==> src/rtl/mc_ctrl_pkg.sv <==
// mc_ctrl_pkg
// Shared encodings for the multi-cycle MIPS-style control unit: FSM state
// codes, opcode class codes (op[5:4]), ALUOp and PCSrc selector codes and
// error cause codes, plus small opcode-subclass helpers.
package mc_ctrl_pkg;

    // State codes are visible on the debug port, so the values are fixed.
    typedef enum logic [2:0] {
        S_IF  = 3'd0,
        S_ID  = 3'd1,
        S_EX  = 3'd2,
        S_MEM = 3'd3,
        S_WB  = 3'd4,
        S_ERR = 3'd5
    } state_t;

    // Opcode classes, taken from op[5:4].
    localparam logic [1:0] CLASS_COMPUTE = 2'b00;
    localparam logic [1:0] CLASS_IMM_MEM = 2'b01;
    localparam logic [1:0] CLASS_XFER    = 2'b10;
    localparam logic [1:0] CLASS_ILLEGAL = 2'b11;

    // Memory subclasses within CLASS_IMM_MEM, taken from op[3:2].
    localparam logic [1:0] SUB_LOAD  = 2'b10;
    localparam logic [1:0] SUB_STORE = 2'b11;

    localparam logic [1:0] ALUOP_ADD  = 2'b00;
    localparam logic [1:0] ALUOP_SUB  = 2'b01;
    localparam logic [1:0] ALUOP_FUNC = 2'b10;

    localparam logic [1:0] PCSRC_PC4    = 2'b00;
    localparam logic [1:0] PCSRC_BRANCH = 2'b01;
    localparam logic [1:0] PCSRC_JUMP   = 2'b10;

    localparam logic [1:0] ERR_NONE    = 2'b00;
    localparam logic [1:0] ERR_ILLEGAL = 2'b01;
    localparam logic [1:0] ERR_TIMEOUT = 2'b10;

    function automatic logic is_load(input logic [1:0] cls, input logic [1:0] sub);
        return (cls == CLASS_IMM_MEM) && (sub == SUB_LOAD);
    endfunction

    function automatic logic is_store(input logic [1:0] cls, input logic [1:0] sub);
        return (cls == CLASS_IMM_MEM) && (sub == SUB_STORE);
    endfunction

endpackage

==> src/rtl/mc_ctrl_fsm_wait_timer.sv <==
// mc_wait_timer
// Counts consecutive cycles the controller spends waiting on memory and flags
// the cycle on which the wait would reach MEM_TIMEOUT cycles.
// Ports:
//   clk, rst  - clock, asynchronous active-high reset
//   waiting   - controller is in a memory-wait state with mem_ready low
//   clear     - controller changes state this cycle
//   expired   - this is the MEM_TIMEOUT-th consecutive waiting cycle
module mc_wait_timer #(
    parameter int MEM_TIMEOUT = 15
) (
    input  logic clk,
    input  logic rst,
    input  logic waiting,
    input  logic clear,
    output logic expired
);

    localparam int CW = (MEM_TIMEOUT > 2) ? $clog2(MEM_TIMEOUT) : 1;
    // count_q holds the number of wait cycles already elapsed, so the
    // MEM_TIMEOUT-th wait cycle is the one that sees count_q == LIMIT.
    localparam logic [CW-1:0] LIMIT = (MEM_TIMEOUT > 0) ? CW'(MEM_TIMEOUT - 1) : '0;
    localparam logic ENABLED = (MEM_TIMEOUT > 0);

    logic [CW-1:0] count_q;
    logic [CW-1:0] count_d;

    always_comb begin
        count_d = count_q;
        if (clear || !waiting) begin
            count_d = '0;
        end else if (count_q != LIMIT) begin
            count_d = count_q + CW'(1);
        end
    end

    always_ff @(posedge clk or posedge rst) begin
        if (rst) begin
            count_q <= '0;
        end else begin
            count_q <= count_d;
        end
    end

    // Gated by waiting, so a mem_ready arriving on the limit cycle wins.
    assign expired = ENABLED && waiting && (count_q == LIMIT);

endmodule

==> src/rtl/mc_ctrl_fsm.sv <==
// mc_ctrl_fsm
// Multi-cycle control unit: sequences each instruction through
// IF/ID/EX/MEM/WB, drives all datapath strobes and traps illegal opcodes and
// memory timeouts into a sticky ERR state that only rst leaves.
// Ports:
//   clk, rst     - clock, asynchronous active-high reset
//   op           - opcode from IR[31:26], valid from ID onward
//   zero         - ALU zero flag (branch decision)
//   mem_ready    - memory access complete this cycle
//   IRWr..MemToReg, PCSrc, ALUOp - datapath strobes (combinational)
//   state        - current FSM state (debug)
//   err/err_code - sticky error flag and first error cause
//   fetch_count  - completed fetches, wrapping
module mc_ctrl_fsm
    import mc_ctrl_pkg::*;
#(
    parameter int COUNT_W     = 16,
    parameter int MEM_TIMEOUT = 15
) (
    input  logic               clk,
    input  logic               rst,
    input  logic [5:0]         op,
    input  logic               zero,
    input  logic               mem_ready,
    output logic               IRWr,
    output logic               PCWr,
    output logic [1:0]         PCSrc,
    output logic               MemRd,
    output logic               MemWr,
    output logic               ALUSrc,
    output logic [1:0]         ALUOp,
    output logic               RegWr,
    output logic               RegDst,
    output logic               MemToReg,
    output logic [2:0]         state,
    output logic               err,
    output logic [1:0]         err_code,
    output logic [COUNT_W-1:0] fetch_count
);

    state_t             state_q, state_d;
    logic [5:0]         op_q, op_d;
    logic               err_q, err_d;
    logic [1:0]         err_code_q, err_code_d;
    logic [COUNT_W-1:0] fetch_count_q, fetch_count_d;

    logic               waiting;
    logic               clear;
    logic               expired;

    logic [1:0]         op_cls;
    logic [1:0]         op_sub;
    logic               op_q_unused;

    assign op_cls = op_q[5:4];
    assign op_sub = op_q[3:2];
    // op bit 1 has no control meaning in this opcode map.
    assign op_q_unused = op_q[1];

    assign waiting = ((state_q == S_IF) || (state_q == S_MEM)) && !mem_ready;
    assign clear   = (state_d != state_q);

    mc_wait_timer #(
        .MEM_TIMEOUT (MEM_TIMEOUT)
    ) u_wait_timer (
        .clk     (clk),
        .rst     (rst),
        .waiting (waiting),
        .clear   (clear),
        .expired (expired)
    );

    always_comb begin
        state_d       = state_q;
        op_d          = op_q;
        err_code_d    = err_code_q;
        fetch_count_d = fetch_count_q;
        IRWr          = 1'b0;
        PCWr          = 1'b0;
        PCSrc         = PCSRC_PC4;
        MemRd         = 1'b0;
        MemWr         = 1'b0;
        ALUSrc        = 1'b0;
        ALUOp         = ALUOP_ADD;
        RegWr         = 1'b0;
        RegDst        = 1'b0;
        MemToReg      = 1'b0;

        case (state_q)
            S_IF: begin
                MemRd = 1'b1;
                if (mem_ready) begin
                    IRWr          = 1'b1;
                    PCWr          = 1'b1;
                    PCSrc         = PCSRC_PC4;
                    fetch_count_d = fetch_count_q + COUNT_W'(1);
                    state_d       = S_ID;
                end else if (expired) begin
                    err_code_d = ERR_TIMEOUT;
                    state_d    = S_ERR;
                end
            end

            S_ID: begin
                // The IR was loaded on the IF->ID edge, so decode the live op
                // here and keep a copy for the later phases.
                op_d = op;
                if (op[5:4] == CLASS_ILLEGAL) begin
                    err_code_d = ERR_ILLEGAL;
                    state_d    = S_ERR;
                end else begin
                    state_d = S_EX;
                end
            end

            S_EX: begin
                case (op_cls)
                    CLASS_COMPUTE: begin
                        ALUSrc  = 1'b0;
                        ALUOp   = ALUOP_FUNC;
                        state_d = S_WB;
                    end
                    CLASS_IMM_MEM: begin
                        ALUSrc  = 1'b1;
                        ALUOp   = ALUOP_ADD;
                        state_d = op_sub[1] ? S_MEM : S_WB;
                    end
                    CLASS_XFER: begin
                        if (op_q[0]) begin
                            ALUSrc = 1'b0;
                            ALUOp  = ALUOP_SUB;
                            PCSrc  = PCSRC_BRANCH;
                            PCWr   = zero;
                        end else begin
                            PCSrc  = PCSRC_JUMP;
                            PCWr   = 1'b1;
                        end
                        state_d = S_IF;
                    end
                    default: begin
                        // Unreachable: illegal opcodes are trapped in ID.
                        err_code_d = ERR_ILLEGAL;
                        state_d    = S_ERR;
                    end
                endcase
            end

            S_MEM: begin
                MemRd = is_load(op_cls, op_sub);
                MemWr = is_store(op_cls, op_sub);
                if (mem_ready) begin
                    state_d = is_load(op_cls, op_sub) ? S_WB : S_IF;
                end else if (expired) begin
                    err_code_d = ERR_TIMEOUT;
                    state_d    = S_ERR;
                end
            end

            S_WB: begin
                RegWr    = 1'b1;
                RegDst   = (op_cls == CLASS_COMPUTE);
                MemToReg = is_load(op_cls, op_sub);
                state_d  = S_IF;
            end

            S_ERR: begin
                state_d = S_ERR;
            end

            default: begin
                state_d = S_IF;
            end
        endcase

        // Strobes must drop in the very cycle rst rises, before the
        // asynchronous reset has any edge to act on downstream logic.
        if (rst) begin
            IRWr     = 1'b0;
            PCWr     = 1'b0;
            PCSrc    = PCSRC_PC4;
            MemRd    = 1'b0;
            MemWr    = 1'b0;
            ALUSrc   = 1'b0;
            ALUOp    = ALUOP_ADD;
            RegWr    = 1'b0;
            RegDst   = 1'b0;
            MemToReg = 1'b0;
        end
    end

    // ERR is absorbing, so the cause written on entry is the first cause.
    assign err_d = err_q || (state_d == S_ERR);

    always_ff @(posedge clk or posedge rst) begin
        if (rst) begin
            state_q       <= S_IF;
            op_q          <= '0;
            err_q         <= 1'b0;
            err_code_q    <= ERR_NONE;
            fetch_count_q <= '0;
        end else begin
            state_q       <= state_d;
            op_q          <= op_d;
            err_q         <= err_d;
            err_code_q    <= err_code_d;
            fetch_count_q <= fetch_count_d;
        end
    end

    assign state       = state_q;
    assign err         = err_q;
    assign err_code    = err_code_q;
    assign fetch_count = fetch_count_q;

endmodule

==> config.mk <==
export PLATFORM = sky130hd
export DESIGN_NAME = mc_ctrl_fsm
export DESIGN_NICKNAME = d
export VERILOG_FILES = /design/src/rtl/mc_ctrl_pkg.sv /design/src/rtl/mc_ctrl_fsm_wait_timer.sv /design/src/rtl/mc_ctrl_fsm.sv
export SDC_FILE = /design/constraint.sdc
export NUM_CORES = 1
export LEC_CHECK = 0
export CORE_MARGIN = 2
export CORE_UTILIZATION = 43
export DETAILED_ROUTE_END_ITERATION = 8
export GPL_TIMING_DRIVEN = 1
export PLACE_DENSITY = 0.71
export SLEW_MARGIN = 20
export SYNTH_ARGS = -nofsm -noshare
export SYNTH_HDL_FRONTEND = slang
export SYNTH_HIERARCHICAL = 1
export SYNTH_SLANG_ARGS = --single-unit
==> constraint.sdc <==
create_clock -name clk -period 2.9 [get_ports clk]
set_input_delay 0.58 -clock clk [delete_from_list [all_inputs] [get_ports clk]]
set_output_delay 0.58 -clock clk [all_outputs]
set_load 0.01 [all_outputs]
==> flow_results.xml <==
<?xml version="1.0" encoding="UTF-8"?>
<metrics>
  <group name="synthesis">
    <metric name="synth_top_flop_cell" unit="">sky130_fd_sc_hd__dfrtp_1</metric>
    <metric name="ys_types" unit="">47</metric>
    <metric name="netlist_top_cells_area" unit="">sky130_fd_sc_hd__dfrtp_1, sky130_fd_sc_hd__mux2_2, sky130_fd_sc_hd__xor2_1</metric>
    <metric name="synthesized_instance_count" unit="">175</metric>
    <metric name="synth_most_common_cell" unit="">sky130_fd_sc_hd__dfrtp_1</metric>
    <metric name="yosys.area_share.simple" unit="%">25.9</metric>
    <metric name="synth_fa_ha_area_share" unit="%">2.12</metric>
    <metric name="ys_seq_area_share" unit="%">43.8</metric>
    <metric name="postSynth.asyncResetShare" unit="%">100</metric>
    <metric name="synth_top_cell_by_area" unit="">sky130_fd_sc_hd__dfrtp_1</metric>
    <metric name="synth_compound_area_share" unit="%">10.4</metric>
    <metric name="synthesized_flop_and_latch_total" unit="">31</metric>
    <metric name="synth_enable_flop_cells" unit="">0</metric>
    <metric name="synth.yosys.warnings" unit="">6</metric>
    <metric name="synth.net_count" unit="">188</metric>
    <metric name="post_synth_instance_area" unit="sq um">1770</metric>
    <metric name="main_combinational_cell_family_by_area_after_synthesis" unit="">simple AND/OR/NAND/NOR gates</metric>
    <metric name="synth.top_cell.area_share" unit="%">43.8</metric>
    <metric name="synthTopCellsByCount" unit="">sky130_fd_sc_hd__dfrtp_1, sky130_fd_sc_hd__inv_1, sky130_fd_sc_hd__nor2_1</metric>
    <metric name="synth_xor_area_share" unit="%">7.42</metric>
    <metric name="post_synth_mux_area_share" unit="%">5.02</metric>
    <metric name="post_synth.cell_area_avg" unit="sq um">10.1</metric>
  </group>
  <group name="placed_design">
    <metric name="dp_slack" unit="ns">0.0707</metric>
    <metric name="detailedPlacementHpwl" unit="um">3020</metric>
    <metric name="place.gp.congestion" unit="">0.826</metric>
    <metric name="placedCellCount" unit="">268</metric>
    <metric name="placed_cell_area" unit="sq um">2270</metric>
    <metric name="port_buffers" unit="">42</metric>
  </group>
  <group name="floorplanning">
    <metric name="boundaryPins" unit="">44</metric>
    <metric name="fp.dieH" unit="um">68.2</metric>
    <metric name="initial_core_utilization" unit="%">44.6</metric>
    <metric name="die_w" unit="um">68.2</metric>
    <metric name="design.die.area" unit="sq um">4650</metric>
    <metric name="core-area" unit="sq um">3970</metric>
    <metric name="std_cell_rows" unit="">23</metric>
  </group>
  <group name="worst_setup_path">
    <metric name="critPathMostFrequentCell" unit="">sky130_fd_sc_hd__clkdlybuf4s50_1</metric>
    <metric name="cp_data_required_time" unit="ns">2.32</metric>
    <metric name="critical_path_cell_count" unit="">4</metric>
    <metric name="worst_setup_path_end_kind" unit="">output pin</metric>
    <metric name="critical_path.startpoint_type" unit="">input pin</metric>
    <metric name="crit_path_max_fanout" unit="">4</metric>
    <metric name="critPathKind" unit="">in -&gt; out</metric>
    <metric name="timing.critical_path.max_delay_family" unit="">buffers and inverters</metric>
    <metric name="path_cells" unit="">clkdlybuf4s50_1, or3_1, nor3b_1, clkdlybuf4s50_1</metric>
    <metric name="worstPathBufferInverterCount" unit="">2</metric>
    <metric name="reg2reg_depth" unit="">9</metric>
    <metric name="critPathMaxStageDelay" unit="ns">0.56</metric>
    <metric name="critPathSlowestCell" unit="">sky130_fd_sc_hd__clkdlybuf4s50_1</metric>
    <metric name="worst-endpoint-arrival" unit="ns">2.21</metric>
  </group>
  <group name="clock_network">
    <metric name="max-clock-path-buffers" unit="">2</metric>
    <metric name="postCtsSetupRepairBufs" unit="">0</metric>
    <metric name="cts_htree_levels" unit="">2</metric>
    <metric name="cts.root.buffer_cell" unit="">sky130_fd_sc_hd__clkbuf_8</metric>
    <metric name="insertion_delay" unit="ns">0.28</metric>
    <metric name="tritoncts.num_buffers" unit="">5</metric>
    <metric name="clkSinkCount" unit="">31</metric>
    <metric name="tritoncts_clock_tree" unit="">yes</metric>
    <metric name="clkTransAtPathRegs" unit="ns">0.06</metric>
  </group>
  <group name="run_status">
    <metric name="status" unit="">finished clean</metric>
  </group>
  <group name="timing">
    <metric name="total_count_of_max_transition_violations_in_the_final_report" unit="">0</metric>
    <metric name="timing.fmax" unit="MHz">358</metric>
    <metric name="rsz0062_at_grt" unit="">no</metric>
    <metric name="worst_slew_margin_rel" unit="%">66.7</metric>
    <metric name="fin_crit_sh" unit="%">96.3</metric>
    <metric name="worst_hold_slack" unit="ns">0.472</metric>
    <metric name="final_critical_path_setup_slack" unit="ns">0.107</metric>
    <metric name="timing.clock.skew" unit="ns">0.00432</metric>
    <metric name="timing_worst_slew_pin_value" unit="ns">0.498</metric>
    <metric name="final-setup-viol-count" unit="">0</metric>
    <metric name="finalCriticalPeriod" unit="ns">2.79</metric>
    <metric name="final-hold-violation-count" unit="">0</metric>
    <metric name="final.setup.tns" unit="ns">0</metric>
  </group>
  <group name="routing">
    <metric name="vias" unit="">1474</metric>
    <metric name="drc_violations_left" unit="">0</metric>
    <metric name="drt_first_pass_iters" unit="">4</metric>
    <metric name="postRouteAntennaNets" unit="">0</metric>
    <metric name="via_per_inst" unit="">5.34</metric>
    <metric name="total_wirelength_of_the_detailed_routed_design" unit="um">4150</metric>
    <metric name="wl_per_cell" unit="um">15.0</metric>
    <metric name="drt_first_iter_violations" unit="">118</metric>
  </group>
  <group name="finish">
    <metric name="num-fill-cells" unit="">342</metric>
    <metric name="drive_gt1_share" unit="%">15.0</metric>
    <metric name="postLayoutCellArea" unit="sq um">2360</metric>
    <metric name="synthToLayoutAreaGrowth" unit="%">33.4</metric>
    <metric name="n_antenna_cell" unit="">0</metric>
    <metric name="design.final.nets" unit="">238</metric>
    <metric name="final_cells" unit="">276</metric>
    <metric name="finished_core_util" unit="%">59.5</metric>
  </group>
  <group name="grt">
    <metric name="pin_count_of_the_biggest_net_entering_global_routing" unit="">28</metric>
    <metric name="initial_antenna_violation_count" unit="">0</metric>
    <metric name="grt_first_pass_wirelength" unit="um">6600</metric>
    <metric name="vias_in_the_first_global_route" unit="">1438</metric>
    <metric name="grt_util_all_layers" unit="%">19.3</metric>
    <metric name="globalRoute.totalOverflow" unit="">0</metric>
  </group>
  <group name="power_and_ir_drop">
    <metric name="leakage_power_figure" unit="nW">1.08</metric>
    <metric name="p_per_area" unit="nW/um^2">335</metric>
    <metric name="fin_total_pwr" unit="mW">0.792</metric>
    <metric name="vdd_drop_max" unit="mV">0.255</metric>
  </group>
  <group name="job">
    <metric name="cap_viol_max_count" unit="">0</metric>
  </group>
  <group name="hold_path">
    <metric name="min-delay-path-class" unit="">reg -&gt; reg</metric>
    <metric name="min_delay_path_depth" unit="">1</metric>
  </group>
</metrics>
==> area by class of cell <==
type	instances	area (sq um)	share of cell area, %
inverters	12	45.0	1.91
repair buffers	51	490	20.8
well taps	50	62.6	2.65
multi-input cells	124	906	38.3
clock inverters	1	5.00	0.212
flip-flops and latches	31	777	32.9
clock buffers	7	76.3	3.23
==> where the power goes <==
part	total (mW)	internal [mW]	switching [mW]
Combinational	0.0337	0.0166	0.0171
Sequential	0.434	0.433	0.000861
Clock	0.324	0.168	0.156
Total	0.792	0.618	0.174
==> worst reg2reg max path, cell delays in order, from the launching register on <==
cell and delay, ns:
sky130_fd_sc_hd__dfrtp_1 0.43, sky130_fd_sc_hd__inv_1 0.07, sky130_fd_sc_hd__ha_1 0.29, sky130_fd_sc_hd__and4_2 0.28, sky130_fd_sc_hd__nor2_1 0.19, sky130_fd_sc_hd__a211oi_1 0.08
sky130_fd_sc_hd__a2111oi_1 0.41, sky130_fd_sc_hd__o211ai_1 0.17, sky130_fd_sc_hd__or2b_1 0.31, sky130_fd_sc_hd__a21oi_1 0.15
==> layout by cell type (no fill, tap or decap), types with 4 or more instances in the layout <==
cell,instances
sky130_fd_sc_hd__nand4_1,4
sky130_fd_sc_hd__a21oi_1,5
sky130_fd_sc_hd__nor2_1,12
sky130_fd_sc_hd__inv_1,12
sky130_fd_sc_hd__buf_4,9
sky130_fd_sc_hd__nand2b_1,6
sky130_fd_sc_hd__mux2_2,7
sky130_fd_sc_hd__clkdlybuf4s50_1,41
sky130_fd_sc_hd__dfrtp_1,30
sky130_fd_sc_hd__clkbuf_8,5
sky130_fd_sc_hd__nand2_1,8
sky130_fd_sc_hd__and3_1,4
sky130_fd_sc_hd__nor3_1,6
sky130_fd_sc_hd__xnor2_1,6
sky130_fd_sc_hd__nand3_1,5
sky130_fd_sc_hd__xor2_1,9
==> cells by family after synthesis <==
family | after synthesis
adder cells (fa/ha/maj) | 3
AND/OR/NAND/NOR | 73
flip-flops | 31
AO/OA/AOI/OAI | 25
buffers and inverters | 20
multiplexers | 8
XOR/XNOR | 15
==> state kept, by name, indices dropped and copies added (netlist names) <==
signal and cells:
state 3, u_wait_timer/count_q 4, err_code 2, err 1, fetch_count 16, op_q 5
==> worst paths after layout <==
check                                   startpoint                 endpoint  slack (ns)
max                                            rst                   ALUSrc        0.11
min                                fetch_count[15]          fetch_count[15]        0.47
max reg2reg                u_wait_timer/count_q[0]  u_wait_timer/count_q[1]        0.42
min reg2reg                        fetch_count[15]          fetch_count[15]        0.47
max in group asynchronous                      rst                 state[2]        1.63
min in group asynchronous                      rst  u_wait_timer/count_q[1]        0.74
==> what timing repair did <==
item / 4_1_cts / 5_1_grt
resized for setup: 0 / 3
hold buffers: 0 / 0
setup endpoints to repair: 0 / 5
==> routing by layer <==
layer  global-route usage [%]  part of all wire [%]  vias up
li1                         -                     -      719
met3                     5.76                   6.2        9
met1                     22.2                    43      695
met4                     8.75                   2.0        0
met2                     32.9                    48       51
met5                        0                     0        -
(Power assumes the default switching activity.)
